$ cat config.mk
export PLATFORM = sky130hd
export DESIGN_NAME = ram_writer_flat
export DESIGN_NICKNAME = d
export VERILOG_FILES = /design/src/rtl/ram_writer_if.sv /design/src/rtl/ram_writer.sv /design/src/flat_wrapper.sv
export SDC_FILE = /design/constraint.sdc
export NUM_CORES = 1
export LEC_CHECK = 0
export ABC_AREA = 1
export BUFFER_PORTS_ARGS = -buffer_cell sky130_fd_sc_hd__buf_4
export CORE_MARGIN = 3
export CORE_UTILIZATION = 44
export DETAILED_ROUTE_END_ITERATION = 16
export MAX_ROUTING_LAYER = met4
export PLACE_DENSITY = 0.81
export SYNTH_ARGS = -nofsm -noshare
export SYNTH_HDL_FRONTEND = slang
export SYNTH_SLANG_ARGS = --single-unit
$ cat constraint.sdc
create_clock -name clk -period 1.7 [get_ports clk]
set_input_delay 0 -clock clk [delete_from_list [all_inputs] [get_ports clk]]
set_output_delay 0 -clock clk [all_outputs]
set_load 0.02 [all_outputs]
$ cat src/rtl/ram_writer_if.sv
// BRAM port bundle between the write-verify controller and a single-port block RAM.
// The master drives address, write enable and write data; the RAM returns read data.
interface ram_writer_if;
   logic [9:0]  addr;
   logic        wea;
   logic [31:0] out_data;
   logic [31:0] in_data;

   modport master (output addr, output wea, output out_data, input in_data);
   modport slave  (input addr, input wea, input out_data, output in_data);
endinterface

$ cat src/rtl/ram_writer.sv
// Button-triggered BRAM write-then-verify controller.
// Each press writes one replicated byte, reads it back after READ_LAT cycles and reports the result.
module ram_writer #(
   parameter int unsigned READ_LAT  = 4,
   parameter logic [9:0]  BASE_ADDR = 10'd0
) (
   input  logic             clk,
   input  logic             rst,
   input  logic             sw_n,
   input  logic             sw_e,
   input  logic             sw_s,
   input  logic             sw_w,
   input  logic [7:0]       sw_data,
   ram_writer_if.master     bram,
   output logic [7:0]       led,
   output logic             err,
   output logic             done,
   output logic             busy
);

   typedef enum logic [1:0] {IDLE, WRITE, WAIT_RD, HOLD} state_e;

   localparam logic [2:0] LAST_CNT = 3'(READ_LAT - 1);

   state_e      state_q, state_d;
   logic [9:0]  addr_q, addr_d;
   logic        wea_q, wea_d;
   logic [31:0] out_data_q, out_data_d;
   logic [7:0]  led_q, led_d;
   logic        err_q, err_d;
   logic        done_q, done_d;
   logic [2:0]  cnt_q, cnt_d;

   logic        any_btn;
   logic [1:0]  btn_idx;

   assign any_btn = sw_n | sw_e | sw_s | sw_w;

   always_comb begin
      if (sw_n)      btn_idx = 2'd0;
      else if (sw_e) btn_idx = 2'd1;
      else if (sw_s) btn_idx = 2'd2;
      else           btn_idx = 2'd3;
   end

   always_comb begin
      // NOTE: every next-state signal starts from a hold/default value so no path leaves it unassigned (no latches).
      state_d    = state_q;
      addr_d     = addr_q;
      wea_d      = wea_q;
      out_data_d = out_data_q;
      led_d      = led_q;
      err_d      = err_q;
      done_d     = 1'b0;
      cnt_d      = cnt_q;

      case (state_q)
         IDLE: begin
            if (any_btn) begin
               addr_d     = BASE_ADDR + {8'd0, btn_idx};
               out_data_d = {4{sw_data}};
               wea_d      = 1'b1;
               state_d    = WRITE;
            end
         end
         WRITE: begin
            wea_d   = 1'b0;
            cnt_d   = 3'd0;
            state_d = WAIT_RD;
         end
         WAIT_RD: begin
            if (cnt_q == LAST_CNT) begin
               led_d   = bram.in_data[7:0];
               err_d   = (bram.in_data != out_data_q);
               done_d  = 1'b1;
               state_d = HOLD;
            end else begin
               cnt_d = cnt_q + 3'd1;
            end
         end
         HOLD: begin
            // Waiting for full release is what makes a held button produce a single write.
            if (!any_btn) state_d = IDLE;
         end
         default: state_d = IDLE;
      endcase
   end

   always_ff @(posedge clk) begin
      // NOTE: registered state uses non-blocking assignments so every flop samples pre-edge values.
      if (rst) begin
         state_q    <= IDLE;
         addr_q     <= 10'd0;
         wea_q      <= 1'b0;
         out_data_q <= 32'd0;
         led_q      <= 8'd0;
         err_q      <= 1'b0;
         done_q     <= 1'b0;
         cnt_q      <= 3'd0;
      end else begin
         state_q    <= state_d;
         addr_q     <= addr_d;
         wea_q      <= wea_d;
         out_data_q <= out_data_d;
         led_q      <= led_d;
         err_q      <= err_d;
         done_q     <= done_d;
         cnt_q      <= cnt_d;
      end
   end

   assign bram.addr     = addr_q;
   assign bram.wea      = wea_q;
   assign bram.out_data = out_data_q;
   assign led           = led_q;
   assign err           = err_q;
   assign done          = done_q;
   assign busy          = (state_q != IDLE);

endmodule

$ cat src/flat_wrapper.sv
// flat-port wrapper written by rule: the top's interface ports become plain ports
module ram_writer_flat 
#(
   parameter int unsigned READ_LAT  = 4,
   parameter logic [9:0]  BASE_ADDR = 10'd0
)
  (clk, rst, sw_n, sw_e, sw_s, sw_w, sw_data, led, err, done, busy, bram_addr, bram_wea, bram_out_data, bram_in_data);
  ram_writer_if bram_i ();
  input  logic clk;
  input  logic rst;
  input  logic sw_n;
  input  logic sw_e;
  input  logic sw_s;
  input  logic sw_w;
  input  logic [7:0] sw_data;
  output logic [7:0] led;
  output logic err;
  output logic done;
  output logic busy;
  output wire logic [$bits(bram_i.addr)-1:0] bram_addr;
  output wire logic [$bits(bram_i.wea)-1:0] bram_wea;
  output wire logic [$bits(bram_i.out_data)-1:0] bram_out_data;
  input wire logic [$bits(bram_i.in_data)-1:0] bram_in_data;
  assign bram_addr = bram_i.addr;
  assign bram_wea = bram_i.wea;
  assign bram_out_data = bram_i.out_data;
  assign bram_i.in_data = bram_in_data;
  ram_writer #(.READ_LAT(READ_LAT), .BASE_ADDR(BASE_ADDR)) u_core (.clk(clk), .rst(rst), .sw_n(sw_n), .sw_e(sw_e), .sw_s(sw_s), .sw_w(sw_w), .sw_data(sw_data), .bram(bram_i), .led(led), .err(err), .done(done), .busy(busy));
endmodule
==> results of run 1 <==
-- path summary, 6_finish.rpt --
kind,startpoint,end,slack [ns],cells past startpoint
worst max register to register,u_core.cnt_q[0],u_core.state_q[1],0.24,7
worst max-delay path,u_core.cnt_q[0],u_core.state_q[1],0.24,7
worst min-delay path,bram_in_data[6],u_core.led[6],0.005,3
worst min register to register,u_core.cnt_q[0],u_core.cnt_q[0],0.46,1
-- registers in the layout, summed over array words and instances, names as in the netlist --
register and flops:
u_core.err 1, u_core.done 1, u_core.state_q 2, u_core.led 8
u_core.bram.wea 1, u_core.cnt_q 3, u_core.bram.addr 2, u_core.bram.out_data 8
-- per-layer routing --
layer  GRT usage  share of wire  up-vias
met2       0.336           0.48       82
met4      0.0521          0.013        0
li1            -              -      910
met5           -              0        -
met1       0.199           0.40      782
met3      0.0411           0.10        6
-- layout by cell type, fill, tap and decap left out, drive strengths merged, types with 4 or more instances in the layout --
master,Yosys,final
buf,34,92
nand2,52,52
nor2,36,36
inv,31,31
o21ai,28,28
dfxtp,26,26
a21oi,21,21
nand3,8,8
conb,1,8
ha,7,7
xnor2,5,5
clkbuf,2,4
dlygate4sd3,0,4
-- stage by stage --
stage	total power [uW]	setup slack, ns
global route	3360	0.00858
floorplan	2280	0.370
global placement	2690	0.285
detailed placement	2720	0.207
CTS	3140	0.194
finish	3120	0.236
-- area by class of cell --
cell class | instances | area [um2] | share of cell area
clock buffer | 4 | 55.1 | 0.0238
tap | 46 | 57.6 | 0.0249
multi-input combinational | 170 | 823 | 0.356
timing repair buffer | 96 | 731 | 0.316
inverter | 32 | 121 | 0.0525
sequential | 26 | 522 | 0.226
-- cells by family (layout without fill, tap and decap cells) --
family | after synthesis | count (layout) | share of synthesized area
AND/OR/NAND/NOR | 99 | 99 | 0.234
flip-flops | 26 | 26 | 0.307
buffers and inverters | 68 | 132 | 0.225
AO/OA/AOI/OAI | 50 | 50 | 0.150
adder cells (fa/ha/maj) | 7 | 7 | 0.0516
XOR/XNOR | 6 | 6 | 0.0310
other | 1 | 8 | 0.00221
-- power by group through the flow --
stage	sequential [uW]	clock, uW	combinational, uW
finish	958	402	1760
global placement	958	0	1730
global route	987	438	1930
detailed placement	967	0	1760
floorplan	1050	0	1230
CTS	953	413	1770
-- what timing repair did --
item                                    CTS  global route
endpoints found under the setup margin    0             1
hold buffers                              4             0
gates resized for setup                   0             3
endpoints found under the hold margin     6             0
-- worst max-delay path, cell delays in order (launching register included) --
cell	delay [ns]
dfxtp_2	0.34
ha_1	0.20
ha_1	0.20
nor2_1	0.18
inv_1	0.09
nand3_1	0.14
o21ai_0	0.10
a21oi_1	0.15
==> metrics.md, run 1 <==
| Metric | Value |
|---|---|
| Asr flop ratio synth | `0` |
| Layout Cells excl Fill | `374` |
| Final Routed Wirelength | `4370 um` |
| Vias/cell | `4.76` |
| Pwr per Cell Area | `1350 mW/mm2` |
| Drt first pass iters | `5` |
| Post-detail-place hpwl | `3520 um` |
| Final setup violating endpoints | `0` |
| Clk_skew | `0.00666 ns` |
| Leak | `approximately 0.0012 uW` |
| Share of layout cells above drive strength 1 | `0.320` |
| Post-synth top area share | `0.307` |
| Main synth FF type | `dfxtp_1` |
| Routability Congestion | `0.818` |
| GRT Residual Overflow | `0` |
| Initial antenna violation count | `0` |
| Most common cell in the netlist | `nand2_1` |
| First-pass GRT wire length | `between 6000 and 7000 um` |
| Num rows | `21` |
| Status | `completed` |
| Worst-path clk slew | `0.09 ns` |
| Core Region | `0.00352 mm2` |
| RSZ-0062 raised after global routing | `no` |
| Max rail drop VDD | `893 uV` |
| Flop pwr share | `0.307` |
| Slew Limit Fails | `0` |
| H-tree depth | `1` |
| Worst Path Max Fanout | `4` |
| Fin util | `0.656` |
| Pin count of the biggest net entering global routing | `23` |
| DP Area | `between 0.002 and 0.0025 mm2` |
| Startpoint Class | `register` |
| Vias in the first global route | `~1500` |
| Worst path arrival time | `1.66 ns` |
| Maxcap violations | `0` |
| IO Pins | `100` |
| Post-CTS setup repair buffer count | `0` |
| Synthesized flop and latch total | `26` |
| Worst Path Required | `1.90 ns` |
| IO Port Bufs | `91` |
| CTS tree | `done` |
| Clk_lat worst skew | `0.27 ns` |
| # diodes | `0` |
| Ys Warns | `0` |
| Mean Syn Cell Area | `6.60 um2` |
| P_int | `1690 uW` |
| Fin area | `between 0.002 and 0.0025 mm2` |
| Synth cell count leaders | `nand2_1 (50), nor2_1 (35), buf_4 (33), inv_1 (29), o21ai_0 (27)` |
| DIE WIDTH | `68.1 um` |
| Initial core utilization | `0.482` |
| Fmax | `0.683 GHz` |
| Combinational share of power | `0.565` |
| Number of CTS-inserted buffers | `3` |
| Total Routing Usage GR | `0.184` |
| Setup TNS | `0 ns` |
| Worst slew margin | `0.608` |
| Net Sw Power | `1440 uW` |
| DR DRC count | `0` |
| Min Tclk post-route | `between 1 and 1.5 ns` |
| Sw Ratio | `0.460` |
| Layout fillers | `348` |
| Seq/Total Area, Yosys | `0.307` |
| Leading area contributor after synthesis | `dfxtp_1` |
| Post-Synthesis Cells | `roughly 260` |
| Dpl cells | `366` |
| Crit. End Element | `register` |
| Die ar. | `0.00464 mm2` |
| Post-Syn Area | `0.00170 mm2` |
| Initial DRC count | `67` |
| EDFF count, synth | `0` |
| Synth area leaders | `dfxtp_1 (31%), buf_4 (15%), nand2_1 (11%)` |
| Max clock buf depth | `2` |
| HP Class | `in -> reg` |
| Synth unique cells | `23` |
| Post-DR wirelength/cell | `11.7 um` |
| Clk sink count | `26` |
| Least-Margin Pin Slew | `0.587 ns` |
| Die H | `68.1 um` |
| Hold Vio Cnt, Final | `0` |
| Hold_ws | `around 0.0047 ns` |
| # nets final | `382` |
| Area Overhead vs Synth | `36.1%` |
| Clk pwr share | `0.129` |
| Root Driver | `clkbuf_8` |
| ANT nets after route | `0` |
| Tcrit/Tclk final | `0.861` |
| Vias post-DR | `around 1800` |
| Crit Path Class | `reg -> reg` |
(Power assumes the default switching activity.)
==> inputs of run 2 (changes only) <==
- REMOVE_ABC_BUFFERS: not set -> 1
==> metrics.md, run 2 (synthesized netlist as in run 1, its figures left out) <==
| Metric | Value |
|---|---|
| Status | `finished, violations left` |
| Failing checks | `negative hold slack` |
| Hold path depth | `3 (unchanged)` |
| Maxcap violations | `0 (unchanged)` |
| R2R Path End | `u_core.err` |
| Hold Vio Cnt, Final | `1 (+1)` |
| Hold Path End | `u_core.bram.out_data[29]` |
| Drt first pass iters | `5 (unchanged)` |
| Vias post-DR | `1788 (+0.45%)` |
| Min Tclk post-route | `1.46 ns (-0.00161 ns)` |
| Total Routing Usage GR | `0.198 (+0.0138)` |
| Slew Limit Fails | `0 (unchanged)` |
| Setup TNS | `0 ns (unchanged)` |
| Met1 Resource Use GR | `0.248 (+0.0483)` |
| # diodes | `0 (unchanged)` |
| Die H | `68.1 um (unchanged)` |
| H-tree depth | `1 (unchanged)` |
| Post-detail-place hpwl | `3510 um (-0.49%)` |
| IO Pins | `100 (unchanged)` |
| Initial antenna violation count | `0 (unchanged)` |
| Reg2Reg Setup Slack | `0.24 ns (about the same)` |
| DR DRC count | `0 (unchanged)` |
| GRT Residual Overflow | `0 (unchanged)` |
| HP Class | `in -> reg` |
| Core Region | `0.00352 mm2 (unchanged)` |
| Max rail drop VDD | `768 uV (-14%)` |
| Number of CTS-inserted buffers | `3 (unchanged)` |
| Max clock buf depth | `2 (unchanged)` |
| Crit Path Class | `reg -> reg` |
| Area Overhead vs Synth | `39.5%` |
| Initial core utilization | `0.482 (unchanged)` |
| GR peak layer | `met2` |
| Min-delay src | `sw_data[5]` |
| Met3 Usage GRT | `0.0230 (-0.0181)` |
| Crit. End Element | `register` |
| Tcrit/Tclk final | `0.860 (-0.000946)` |
| Routability Congestion | `0.778 (-4.9%)` |
| Final Routed Wirelength | `4550 um (+4.1%)` |
| Startpoint Class | `register` |
| Die ar. | `0.00464 mm2 (unchanged)` |
| Initial DRC count | `56 (-16%)` |
| Most used cell, CP | `nor2_1` |
| Crit path largest cell delay | `0.34 ns (about the same)` |
| Post-CTS setup repair buffer count | `0 (unchanged)` |
| Vias/cell | `4.71 (-1.1%)` |
| Root Driver | `clkbuf_8` |
| Critical-path top delay cell | `dfxtp_1` |
| Pwr per Cell Area | `1330 mW/mm2 (-1.9%)` |
| Reg2reg path depth | `11 (+4)` |
| # nets final | `388 (+1.6%)` |
| Num rows | `21 (unchanged)` |
| Clk_skew | `0.00652 ns (-0.000134 ns)` |
| First-pass GRT wire length | `6870 um (+8.3%)` |
| Hold_ws | `-0.00336 ns (-0.00808 ns)` |
| Post-DR wirelength/cell | `12.0 um (+2.4%)` |
| Clk_lat worst skew | `0.28 ns (about the same)` |
| Fmax | `0.684 GHz (+0.11%)` |
| Worst Path Required | `1.88 ns (-0.02 ns)` |
| ANT nets after route | `0 (unchanged)` |
| IO Port Bufs | `91 (unchanged)` |
| Met2 usage | `0.327 (-0.00842)` |
| Leak | `0.00124 uW (+2.2%)` |
| Share of layout cells above drive strength 1 | `0.305 (-0.0147)` |
| Most common cell after layout, fill and taps aside | `buf_4` |
| Final setup violating endpoints | `0 (unchanged)` |
| Worst slew margin | `0.627 (+0.0191)` |
| Reg2reg start | `u_core.state_q[0]` |
| Worst path arrival time | `1.64 ns (-0.02 ns)` |
| CP cell instances | `inv_1 > ha_1 > nand2_2 > clkinv_2 > nand2_1 > nor2_1 > nand2_1 > nor2_1 > nand3_1 > nor2_1 > nor2_1` |
| Setup slack after layout | `0.238 ns (+0.00161 ns)` |
| Clk sink count | `26 (unchanged)` |
| CTS tree | `done` |
| RSZ-0062 raised after global routing | `no` |
| Vias in the first global route | `1527 (+2.7%)` |
| Worst Path Max Fanout | `7 (+3)` |
| Pre-CTS WS | `0.243 ns (+0.0361 ns)` |
| Commonest non-fill, non-tap cells in the layout | `buf_4 (92), nand2_1 (50), nor2_1 (35)` |
| Layout fillers | `307 (-12%)` |
| Least-Margin Pin Slew | `0.559 ns (-0.0286 ns)` |
| Pin count of the biggest net entering global routing | `23 (unchanged)` |
| Worst-path clk slew | `0.09 ns (about the same)` |
| DIE WIDTH | `68.1 um (unchanged)` |
run 2: worst max-delay path, delay by kind of cell, from the launching register on:
family	cells	cell delay, ns
AND/OR/NAND/NOR	8	0.60
flip-flops	1	0.34
adder cells (fa/ha/maj)	1	0.24
buffers and inverters	2	0.19
run 2: routing by layer:
| metal | part of all wire | up-vias |
|---|---|---|
| met5 | 0 | - |
| met4 | 0.016 | 0 |
| met3 | 0.084 | 6 |
| met2 | 0.49 | 76 |
| met1 | 0.41 | 790 |
| li1 | - | 916 |
run 2: final cells by class:
class,instances,area (um2),share of cell area
multi-input cells,170,821,0.347
repair buffers,102,791,0.334
flip-flops and latches,26,520,0.220
inverters,32,121,0.0513
well taps,46,57.6,0.0243
clock buffers,4,55.1,0.0233
run 2: how the worst max path moves through the flow:
stage                                   startpoint           endpoint  slack (ns)  cells after the start
final                            u_core.state_q[0]         u_core.err        0.24                     11
after global routing             u_core.state_q[0]         u_core.err        0.06                     11
after floorplan           u_core.bram.out_data[26]         u_core.err        0.02                      9
after CTS                        u_core.state_q[0]         u_core.err        0.23                     11
after global placement             u_core.cnt_q[0]  u_core.state_q[0]        0.30                      7
after detailed placement         u_core.state_q[0]         u_core.err        0.24                     11
run 2: through the flow:
step	utilization	instance area [um2]	total power, uW	std cells
2_1_floorplan	-	1460	1960	228
5_1_grt	0.672	2370	3390	380
6_report	0.672	2370	3140	380
4_1_cts	0.672	2370	3150	380
3_3_place_gp	0.628	2210	2690	366
3_5_place_dp	0.628	2210	2720	366
run 2: report_power, final:
group          switching, uW  leakage [uW]  internal [uW]
Sequential               207      0.000213            746
Combinational           1040       0.00100            737
Clock                    201     0.0000288            208
Total                   1450       0.00124           1690
run 2: repair_timing:
action / CTS / global route
setup endpoints to repair: 0 / 0
hold buffers: 10 / 0
hold endpoints to repair: 12 / 0
gates resized for setup: 0 / 0
